File: config.mk
export PLATFORM = sky130hd
export DESIGN_NAME = demux1to4_buf
export DESIGN_NICKNAME = d
export VERILOG_FILES = /design/src/rtl/demux_pkg.sv /design/src/rtl/demux_slot.sv /design/src/rtl/demux1to4_buf.sv
export SDC_FILE = /design/constraint.sdc
export NUM_CORES = 1
export LEC_CHECK = 0
export CAP_MARGIN = 20
export CORE_MARGIN = 10
export CORE_UTILIZATION = 60
export DETAILED_ROUTE_END_ITERATION = 8
export DONT_BUFFER_PORTS = 1
export PLACE_DENSITY = 0.76
export SETUP_SLACK_MARGIN = 0.15
export SYNTH_ARGS = -nofsm -noshare
export SYNTH_HDL_FRONTEND = slang
export SYNTH_SLANG_ARGS = --single-unit
File: constraint.sdc
create_clock -name clk -period 1.85 [get_ports clk]
set_input_delay 0.185 -clock clk [delete_from_list [all_inputs] [get_ports clk]]
set_output_delay 0.185 -clock clk [all_outputs]
set_load 0.03 [all_outputs]
File: src/rtl/demux_pkg.sv
// Shared constants and bus-slicing helpers for the 1-to-4 buffered stream demux.
// Channel i of every packed per-channel bus lives at [i*W +: W].
package demux_pkg;

  localparam int NUM_CH = 4;
  localparam int SEL_W  = 2;

  // LSB position of channel ch in a packed bus of w-bit fields
  function automatic int slice_lsb(input int ch, input int w);
    return ch * w;
  endfunction

  function automatic logic [NUM_CH-1:0] sel_onehot(input logic [SEL_W-1:0] sel);
    logic [NUM_CH-1:0] oh;
    oh      = '0;
    oh[sel] = 1'b1;
    return oh;
  endfunction

endpackage

File: src/rtl/demux_slot.sv
// One output channel: single-entry holding register, full bit and delivered-beat counter.
// Latency 1 cycle from load; a full slot draining this cycle may be refilled in the same cycle.
module demux_slot
  import demux_pkg::*;
#(
  parameter int DATA_W = 4,
  parameter int CNT_W  = 8
) (
  input  logic              clk,
  input  logic              rst_n,
  input  logic              load_i,
  input  logic [DATA_W-1:0] data_i,
  input  logic              ready_i,
  output logic              valid_o,
  output logic [DATA_W-1:0] data_o,
  output logic [CNT_W-1:0]  cnt_o,
  output logic              can_take_o
);

  logic              valid_q, valid_d;
  logic [DATA_W-1:0] data_q,  data_d;
  logic [CNT_W-1:0]  cnt_q,   cnt_d;
  logic              drain;

  assign drain      = valid_q & ready_i;
  assign can_take_o = ~valid_q | ready_i;

  always_comb begin
    valid_d = load_i | (valid_q & ~ready_i);
    data_d  = load_i ? data_i : data_q;
    // Counts the drained beat even when the slot is reloaded in the same cycle
    cnt_d   = cnt_q + CNT_W'(drain);
  end

  always_ff @(posedge clk or negedge rst_n) begin
    if (!rst_n) begin
      valid_q <= 1'b0;
      data_q  <= '0;
      cnt_q   <= '0;
    end else begin
      valid_q <= valid_d;
      data_q  <= data_d;
      cnt_q   <= cnt_d;
    end
  end

  assign valid_o = valid_q;
  assign data_o  = data_q;
  assign cnt_o   = cnt_q;

endmodule

File: src/rtl/demux1to4_buf.sv
// Registered 1-to-4 stream demux with broadcast; 1-cycle latency, one beat/cycle/channel.
// in_ready is combinational from slot occupancy; broadcasts wait until all four slots can take.
module demux1to4_buf
  import demux_pkg::*;
#(
  parameter int DATA_W = 4,
  parameter int CNT_W  = 8
) (
  input  logic                     clk,
  input  logic                     rst_n,
  input  logic                     in_valid,
  output logic                     in_ready,
  input  logic [SEL_W-1:0]         in_sel,
  input  logic                     in_bcast,
  input  logic [DATA_W-1:0]        in_data,
  output logic [NUM_CH-1:0]        out_valid,
  input  logic [NUM_CH-1:0]        out_ready,
  output logic [NUM_CH*DATA_W-1:0] out_data,
  output logic [NUM_CH*CNT_W-1:0]  out_cnt
);

  logic [NUM_CH-1:0] can_take;
  logic [NUM_CH-1:0] sel_oh;
  logic [NUM_CH-1:0] target;
  logic [NUM_CH-1:0] load;
  logic              accept;

  assign sel_oh = sel_onehot(in_sel);
  assign target = in_bcast ? {NUM_CH{1'b1}} : sel_oh;

  // Broadcast needs every slot free so that it loads all four or none
  assign in_ready = in_bcast ? (&can_take) : (|(can_take & sel_oh));
  assign accept   = in_valid & in_ready;
  assign load     = accept ? target : '0;

  for (genvar g = 0; g < NUM_CH; g++) begin : g_slot
    localparam int DLSB = slice_lsb(g, DATA_W);
    localparam int CLSB = slice_lsb(g, CNT_W);

    demux_slot #(
      .DATA_W (DATA_W),
      .CNT_W  (CNT_W)
    ) u_slot (
      .clk        (clk),
      .rst_n      (rst_n),
      .load_i     (load[g]),
      .data_i     (in_data),
      .ready_i    (out_ready[g]),
      .valid_o    (out_valid[g]),
      .data_o     (out_data[DLSB +: DATA_W]),
      .cnt_o      (out_cnt[CLSB +: CNT_W]),
      .can_take_o (can_take[g])
    );
  end

endmodule

==> summary.md, run 1 <==
| Metric | Value |
|---|---|
| Status | completed |
| CTS buffer count | 5 |
| Overall Global Routing Usage | 13.56% |
| Sw Share | 42.96% |
| Min cycle time layout | 1.647 ns |
| Synth area leaders | dfrtp_1 (58%), mux2_1 (6.0%), xnor2_1 (5.5%), ha_1 (4.5%), xor2_1 (3.9%) |
| Slew Viols, Final | 0 |
| Largest net degree at the start of global routing | 53 |
| # setup viols final | 0 |
| Initial antenna violation count | 0 |
| Final wirelength | 4468 um |
| CTS H-tree lvls | 2 |
| Worst Hold Class | input pin to flip-flop |
| Clk_lat worst skew | 0.30 ns |
| Reg2Reg Setup Slack | 0.25 ns |
| Number of synthesized flops with an enable pin | 0 |
| Crit start category | flip-flop |
| Seq pwr share | about three fifths |
| Yosys top cell area share | 58.23% |
| IO Count | 67 |
| Dpl hpwl | 3359 um |
| Tightest Pin Transition | 0.4220 ns |
| Root Buffer | clkbuf_8 |
| Die height | roughly 81 um |
| CP Max Fanout | 4 |
| Core Region | 0.003633 mm^2 |
| Hold Path Origin | in_data[2] |
| 1st-pass router iterations | 4 |
| CP endpoint kind | output port |
| Core Util, Final | 70.14% |
| Worst flop-to-flop path startpoint | g_slot[2].u_slot.valid_o$_DFF_PN0_ |
| Ant diodes | 0 |
| Pwr Density | 1489 mW/mm^2 |
| Main synth FF type | dfrtp_1 |
| Initial Util | 61.50% |
| Peak Freq | 607.2 MHz |
| Clk buf depth | 2 |
| Grt ovf | 0 |
| Routed len/inst | between 15 and 20 um |
| Lkg Pwr | 1.213 nW |
| #FFs+latches synth | 52 |
| Final hold violations | 0 |
| Vias in the first global route | 1312 |
| Post-Syn Area per Cell | 13.71 um^2 |
| Residual DRC | 0 |
| Mapped Cells | 163 |
| Row count | 22 |
| Synth warn | 0 |
| Hold Path End | g_slot[0].u_slot.data_o[2]$_DFFE_PN0P_ |
| Critical setup path kind | flip-flop to output port |
| Cell with the largest stage delay on the worst path | dfrtp_1 |
| Via Count | 1304 |
| IO Port Bufs | 0 |
| Die Wd | 81.03 um |
| Starting DRT DRC Count | 66 |
| Crit-path cells | nand2b_4, mux2_2, a21oi_2, o22ai_1, buf_4 |
| Die area | 0.006565 mm^2 |
| Global-route wire length before repair | 6879 um |
| Mapped cell area | 0.002235 mm^2 |
| ANT nets after route | 0 |
| Reg clk slew, reported paths | roughly 0.09 ns |
| Combinational share of power | 23.0% |
| Arrival time at the worst endpoint | 1.46 ns |
| Yosys cell types | 34 |
| Clk network pwr share | about 17% |
| CTS sink count | 52 |
| CTS tree | done |
| FF-to-FF path depth | 7 |
| Psw | 0.001630 W |
| WP buf/inv | 1 |
| Cell-internal power | 0.002164 W |
| # nets final | about 210 |
| Post-synth top area cell | dfrtp_1 |
| Max_slew headroom | between 70% and 80% |
| Max Cap Violations | 0 |
| Vias/cell | 5.549 |
| Period utilization | about nine tenths |
| Hold depth | 1 |
| Layout area overhead | 14.05% |
| Syn_nets | 185 |
| Worst R2R End | g_slot[2].u_slot.cnt_o[6]$_DFF_PN0_ |
| Final GP Congestion | about 0.77 |
| Layout Skew | 0.007354 ns |
| CP Data Required Time | 1.66 ns |
| Post-synthesis sequential area ratio | 58.23% |
| Asr flop ratio synth | 100.0% |
| Setup TNS | 0 ns |
| Max rail drop VDD | 0.0008588 V |
| Share of post-route cells with drive strength above 1 | between 20 and 25% |
| RSZ-0062 raised after global routing | true |
| CP top delay family | flip-flops |
| CP max stage delay | between 0.4 and 0.5 ns |
## cell usage in the layout, fill, tap and decap left out, types with 5 or more instances in the layout
master    count
buf_4        16
clkbuf_8      6
dfrtp_1      52
ha_1          7
mux2_1       12
nand2_1       8
nand3_1      12
nor2_1        5
xnor2_1      14
xor2_1       10
## area by class of cell
class / count / area, um^2
flip-flops and latches: 52 / 1301
fillers: 273 / 1085
multi-input cells: 105 / 903.4
repair buffers: 21 / 187.7
clock buffers: 6 / 82.58
well taps: 48 / 60.06
clock inverters: 2 / 10.01
inverters: 1 / 3.754
## metal layers
metal / track usage, % / vias to the layer above / part of all wire [%] / wire length [um]
met1: 14.32 / 653 / 37 / 1646
met5: 0 / - / 0 / 0
met2: 21.66 / 44 / 49 / 2191
met4: 3.633 / 0 / 0.51 / 23
met3: 9.382 / 4 / 14 / 607
li1: - / 603 / - / -
## power groups by stage
stage / Combinational [W] / Clock (W) / Sequential (W)
2_1_floorplan: 0.000402 / 0 / 0.00240
3_3_place_gp: 0.000787 / 0 / 0.00229
3_5_place_dp: 0.000827 / 0 / 0.00232
4_1_cts: 0.000866 / 0.000665 / 0.00229
5_1_grt: 0.000957 / 0.000705 / 0.00234
6_report: 0.000874 / 0.000640 / 0.00228
## worst register-to-register path, stage by stage, from the launching register on
cell and delay, ns:
dfrtp_1 0.41, buf_4 0.14, and2_1 0.15, ha_1 0.21
ha_2 0.19, and3_1 0.20, nand3_1 0.10, xnor2_1 0.13
## cell families (layout without fill, tap and decap cells)
logic type / count (synthesis) / after routing / share of synthesized area [%]
multiplexers: 17 / 17 / 9.239
XOR/XNOR: 24 / 24 / 9.406
AND/OR/NAND/NOR: 49 / 49 / 13.61
adder cells (fa/ha/maj): 8 / 8 / 4.479
AO/OA/AOI/OAI: 7 / 7 / 3.024
buffers and inverters: 6 / 30 / 2.016
flip-flops: 52 / 52 / 58.23
## synthesized netlist by cell type (2+ instances only)
library cell,count
nand2b_1,2
ha_1,8
xnor2_1,14
mux2_1,12
nand2_1,8
nand2b_4,3
nand3_1,12
and3b_1,2
nor2_1,5
mux2_4,4
and2_1,4
dfrtp_1,52
xor2_1,10
nand4_1,2
and3_1,3
buf_4,4
## flip-flops by register name, summed over array words and instances, names as in the netlist
| signal | flops |
|---|---|
| g_slot.u_slot.cnt_o | 32 |
| g_slot.u_slot.data_o | 16 |
| g_slot.u_slot.valid_o | 4 |
## worst max-delay path by stage
stage / slack, ns / to / depth (start not counted) / from
2_1_floorplan: 0.38 / g_slot[1].u_slot.cnt_o[7]$_DFF_PN0_ / 5 / g_slot[1].u_slot.cnt_o[0]$_DFF_PN0_
3_3_place_gp: 0.34 / g_slot[3].u_slot.data_o[0]$_DFFE_PN0P_ / 4 / g_slot[0].u_slot.valid_o$_DFF_PN0_
3_5_place_dp: 0.28 / g_slot[3].u_slot.data_o[3]$_DFFE_PN0P_ / 4 / g_slot[0].u_slot.valid_o$_DFF_PN0_
4_1_cts: 0.16 / in_ready / 4 / g_slot[2].u_slot.valid_o$_DFF_PN0_
5_1_grt: 0.13 / in_ready / 5 / g_slot[3].u_slot.valid_o$_DFF_PN0_
6_report: 0.20 / in_ready / 5 / g_slot[3].u_slot.valid_o$_DFF_PN0_
## what timing repair did
item / CTS / global route
endpoints found under the setup margin: 0 / 1
buffers inserted: 0 / 3
resized for setup: 0 / 4
hold endpoints to repair: 52 / 4
hold buffers: 2 / 3
## through the flow
step                hold slack [ns]  cells  setup slack, ns  area, um^2  power (W)
floorplan                   -0.1106    163           0.3766        2235   0.002800
finish                      0.01426    235           0.2030        2549   0.003794
global placement            -0.1090    219           0.3420        2351   0.003076
detailed placement          -0.1090    219           0.2781        2351   0.003142
CTS                        0.006349    229           0.1575        2481   0.003824
global route               0.006851    235           0.1312        2549   0.003998
Power figures use the tool's default switching activity.
==> run 2: changes to the inputs <==
--- a/config.mk
+++ b/config.mk
@@ -13,3 +13,3 @@
 export PLACE_DENSITY = 0.76
-export SETUP_SLACK_MARGIN = 0.15
+export SETUP_SLACK_MARGIN = 0.4
 export SYNTH_ARGS = -nofsm -noshare
--- a/constraint.sdc
+++ b/constraint.sdc
@@ -3,2 +3,2 @@
 set_output_delay 0.185 -clock clk [all_outputs]
-set_load 0.03 [all_outputs]
+set_load 0.1 [all_outputs]
==> summary.md, run 2 (same netlist as run 1, synthesis figures left out) <==
| Metric | Value |
|---|---|
| Layout area overhead | 54.26% |
| CTS sink count | 52 (unchanged) |
| CTS buffer count | 5 (unchanged) |
| Commonest cells after routing, fill and taps aside | buf_4 (63), dfrtp_1 (29), dfrtp_2 (19) |
| Clk_lat worst skew | 0.31 ns (about the same) |
| Via Count | 1743 (+34%) |
| IO Count | 67 (unchanged) |
| Global-route wire length before repair | 9977 um (+45%) |
| Ant diodes | 0 (unchanged) |
| RSZ-0062 raised after global routing | true |
| Initial Util | 61.50% (unchanged) |
| Clk buf depth | 2 (unchanged) |
| Vias in the first global route | 1849 (+41%) |
| CTS H-tree lvls | 2 (unchanged) |
| Critical setup path kind | flip-flop to flip-flop |
| Worst Hold Class | input pin to flip-flop |
| Setup TNS | 0 ns (unchanged) |
| Initial antenna violation count | 0 (unchanged) |
| Final hold violations | 0 (unchanged) |
| Final wirelength | 8013 um (+79%) |
| Arrival time at the worst endpoint | 1.95 ns (+0.49 ns) |
| Post-route insts no fill | 289 (+23%) |
| Die Wd | 81.03 um (unchanged) |
| # setup viols final | 0 (unchanged) |
| Slew Viols, Final | 0 (unchanged) |
| Max Cap Violations | 0 (unchanged) |
| Row count | 22 (unchanged) |
| Routed len/inst | 27.73 um (+46%) |
| Die area | 0.006565 mm^2 (unchanged) |
| Layout Skew | 0.008293 ns (+0.0009395 ns) |
| Tightest Pin Transition | 0.5954 ns (+0.1733 ns) |
| Crit start category | flip-flop |
| Final GP Congestion | 0.7951 (+3.5%) |
| Root Buffer | clkbuf_8 |
| Peak Freq | 571.8 MHz (-5.8%) |
| Status | completed |
| Largest net degree at the start of global routing | 53 (unchanged) |
| Max_slew headroom | 60.31% (-12 points) |
| Worst setup margin | 0.1012 ns (-0.1018 ns) |
| # nets final | 262 (+26%) |
| Die height | 81.03 um (unchanged) |
| WHS | 0.01509 ns (+0.0008308 ns) |
| Dpl hpwl | 3868 um (+15%) |
| Starting DRT DRC Count | 100 (+52%) |
| IO Port Bufs | 0 (unchanged) |
| Min cycle time layout | 1.749 ns (+0.1018 ns) |
| Overall Global Routing Usage | 19.96% (+6.4 points) |
| Vias/cell | 6.031 (+8.7%) |
| Residual DRC | 0 (unchanged) |
| Most common cell after layout, fill and taps aside | buf_4 |
| Grt ovf | 0 (unchanged) |
| Cells after DPL | 258 (+18%) |
| Period utilization | 94.53% (+5.5 points) |
| CP Max Fanout | 5 (+1) |
| Core Region | 0.003633 mm^2 (unchanged) |
| Pre-CTS setup slack | 0.3158 ns (+0.03774 ns) |
| Share of post-route cells with drive strength above 1 | 67.22% (+44 points) |
| 1st-pass router iterations | 4 (unchanged) |
| CP endpoint kind | flip-flop |
| ANT nets after route | 0 (unchanged) |
| CTS tree | done |
| Max reg flops | 32 (unchanged) |
| Reg clk slew, reported paths | 0.10 ns (about the same) |
| CP Data Required Time | 2.05 ns (+0.39 ns) |
==> run 2: metal layers <==
layer  track usage (%)  wire (um)
met5                 0          0
met4             4.325        261
met3             8.389        735
met2             37.02       4144
met1             20.42       2872
==> run 2: layout make-up <==
type | instances | area (um^2)
well taps | 48 | 60.06
repair buffers | 75 | 640.6
clock inverters | 3 | 90.09
inverters | 1 | 3.754
flip-flops and latches | 52 | 1340
fillers | 89 | 186.4
multi-input cells | 105 | 1244
clock buffers | 5 | 68.82
==> run 2: timing repair <==
action | in CTS | in global routing
hold buffers | 2 | 0
resized for setup | 24 | 26
buffers inserted | 9 | 12
pin swaps | 8 | 22
endpoints found under the hold margin | 52 | 0
setup endpoints to repair | 17 | 32
==> run 2: per-stage QoR <==
| step | util (%) | cell area, um^2 |
|---|---|---|
| after floorplan | - | 2405 |
| after global placement | 77.79 | 2826 |
| after detailed placement | 77.79 | 2826 |
| after CTS | 88.15 | 3203 |
| after global routing | 94.87 | 3447 |
| final | 94.87 | 3447 |
==> run 2: worst paths after layout <==
kind,from,to,slack (ns),cells after the start
worst max-delay path,g_slot[2].u_slot.valid_o$_DFF_PN0_,g_slot[2].u_slot.data_o[3]$_DFFE_PN0P_,0.10,6
worst min-delay path,in_data[3],g_slot[1].u_slot.data_o[3]$_DFFE_PN0P_,0.02,1
worst max register to register,g_slot[2].u_slot.valid_o$_DFF_PN0_,g_slot[2].u_slot.data_o[3]$_DFFE_PN0P_,0.10,6
worst min register to register,g_slot[1].u_slot.cnt_o[7]$_DFF_PN0_,g_slot[1].u_slot.cnt_o[7]$_DFF_PN0_,0.51,1
max in group asynchronous,rst_n,g_slot[3].u_slot.cnt_o[0]$_DFF_PN0_,1.20,2
min in group asynchronous,rst_n,g_slot[2].u_slot.cnt_o[4]$_DFF_PN0_,0.38,2
==> run 2: worst max-delay path, cell delays in order (launching register included) <==
cell	delay, ns
dfrtp_1	0.44
nand2b_4	0.13
buf_4	0.13
buf_6	0.09
nand4_1	0.19
o21ai_4	0.32
mux2_4	0.34
Power of run 2 is left out: the tool's default activity adds up to more than one toggle a clock period on the data nets, which glitch-free logic cannot reach.
==> run 3: changes to the inputs <==
- REMOVE_ABC_BUFFERS: not set -> 1
- clock period: 1.85 -> 1.8 ns (I/O delays scaled with it)
==> summary.md, run 3 (same netlist as run 1, synthesis figures left out) <==
| Metric | Value |
|---|---|
| Status | finished, violations left |
| Violated checks | hold timing |
| GRT met1 Usage | 16.75% (-3.7 points) |
| WHS | -0.4252 ns (-0.4403 ns) |
| Overall Global Routing Usage | 16.18% (-3.8 points) |
| Post-route insts no fill | 278 (-3.8%) |
| Root Buffer | clkbuf_8 |
| CTS sink count | 52 (unchanged) |
| CTS tree | done |
| GRT busiest layer | met2 |
| CP endpoint kind | output port |
| Layout area overhead | 40.03% |
| 1st-pass router iterations | 4 (unchanged) |
| # setup viols final | 0 (unchanged) |
| Max Cap Violations | 0 (unchanged) |
| Cells after DPL | 259 (+0.39%) |
| Starting DRT DRC Count | 66 (-34%) |
| Via Count | 1495 (-14%) |
| Share of post-route cells with drive strength above 1 | 53.48% (-14 points) |
| Largest net degree at the start of global routing | 53 (unchanged) |
| RSZ-0062 raised after global routing | true |
| Setup TNS | 0 ns (unchanged) |
| CP Max Fanout | 3 (-2) |
| Core Region | 0.003633 mm^2 (unchanged) |
| Slew Viols, Final | 0 (unchanged) |
| Reg clk slew, reported paths | 0.08 ns (-0.02 ns) |
| Final GP Congestion | 0.7725 (-2.8%) |
| Max_slew headroom | 79.49% (+19 points) |
| Core Util, Final | 86.12% (-8.7 points) |
| GRT met2 Usage | 28.18% (-8.8 points) |
| Initial Util | 61.50% (unchanged) |
| Most common cell after layout, fill and taps aside | buf_4 |
| Initial antenna violation count | 0 (unchanged) |
| Vias in the first global route | 1655 (-10%) |
| Clk_lat worst skew | 0.29 ns (-0.02 ns) |
| Tightest Pin Transition | 0.3076 ns (-0.2878 ns) |
| Row count | 22 (unchanged) |
| CTS buffer count | 5 (unchanged) |
| CP Data Required Time | 1.62 ns (-0.43 ns) |
| Vias/cell | 5.378 (-11%) |
| CTS H-tree lvls | 2 (unchanged) |
| Routed len/inst | 19.26 um (-31%) |
| Min cycle time layout | 1.697 ns |
| Die area | 0.006565 mm^2 (unchanged) |
| Max reg flops | 32 (unchanged) |
| Clk buf depth | 2 (unchanged) |
| Final hold violations | 52 (+52) |
| Die Wd | 81.03 um (unchanged) |
| Layout Skew | 0.004742 ns (-0.003552 ns) |
| Residual DRC | 0 (unchanged) |
| Worst Hold Class | input pin to async pin |
| Commonest cells after routing, fill and taps aside | buf_4 (65), dfrtp_1 (52), xnor2_1 (12) |
| IO Port Bufs | 0 (unchanged) |
| Grt ovf | 0 (unchanged) |
| Dpl hpwl | 3642 um (-5.8%) |
| Global-route wire length before repair | 8211 um (-18%) |
| Arrival time at the worst endpoint | 1.52 ns (-0.43 ns) |
| Final wirelength | 5353 um (-33%) |
| Ant diodes | 0 (unchanged) |
| IO Count | 67 (unchanged) |
| Die height | 81.03 um (unchanged) |
| Peak Freq | 589.4 MHz |
| ANT nets after route | 0 (unchanged) |
| Period utilization | 94.26% |
| Crit start category | flip-flop |
| # nets final | 254 (-3.1%) |
| Critical setup path kind | flip-flop to output port |
| Met3 GRT Util | 8.057% (-0.33 points) |
[run 3: cell count changes in the layout (fill, tap and decap cells not counted), sizes merged]
cell / previous run / this run
bufinv: 3 / 0
dlygate4sd3: 1 / 0
buf: 74 / 67
[run 3: final timing paths]
check | end | cells past startpoint | slack, ns | start
setup reg to reg | g_slot[1].u_slot.cnt_o[6]$_DFF_PN0_ | 9 | 0.13 | g_slot[1].u_slot.valid_o$_DFF_PN0_
max in group asynchronous | g_slot[0].u_slot.cnt_o[7]$_DFF_PN0_ | 0 | 2.14 | rst_n
hold reg to reg | g_slot[1].u_slot.cnt_o[7]$_DFF_PN0_ | 1 | 0.47 | g_slot[1].u_slot.cnt_o[7]$_DFF_PN0_
setup / recovery | in_ready | 5 | 0.10 | g_slot[2].u_slot.valid_o$_DFF_PN0_
hold / removal | g_slot[1].u_slot.cnt_o[4]$_DFF_PN0_ | 0 | -0.43 | rst_n
min in group clk | g_slot[3].u_slot.data_o[1]$_DFFE_PN0P_ | 1 | 0.02 | in_data[1]
[run 3: metal layers]
layer | routed length, um | vias up
met1 | 1937 | 762
met4 | 44 | 0
met3 | 506 | 4
li1 | - | 685
met2 | 2865 | 44
met5 | 0 | -
[run 3: area by class of cell]
| class | count | area [um^2] |
|---|---|---|
| sequential | 52 | 1301 |
| multi-input combinational | 105 | 1176 |
| timing repair buffer | 67 | 519.2 |
| fill | 178 | 504.2 |
| clock buffer | 5 | 68.82 |
| tap | 48 | 60.06 |
| inverter | 1 | 3.754 |
[run 3: what timing repair did]
item                                    CTS  global route
pin swaps                                11             6
buffers inserted                          9             5
hold endpoints to repair                 52            52
endpoints found under the setup margin   23            32
gates resized for setup                  36            19
[run 3: stage by stage]
step / setup slack, ns / instance area (um^2) / hold slack, ns
6_report: 0.1034 / 3129 / -0.4252
4_1_cts: 0.1358 / 2987 / -0.4347
3_3_place_gp: 0.3369 / 2670 / -0.1140
5_1_grt: 0.05043 / 3129 / -0.4445
3_5_place_dp: 0.2546 / 2670 / -0.1139
2_1_floorplan: -1.085 / 2193 / -0.1156
[run 3: worst max-delay path: stages (launching register included)]
cell	delay [ns]
dfrtp_1	0.40
nand2b_4	0.08
mux2_4	0.29
a21oi_4	0.16
o22ai_2	0.11
buf_12	0.19
Power of run 3 is left out for the same reason.
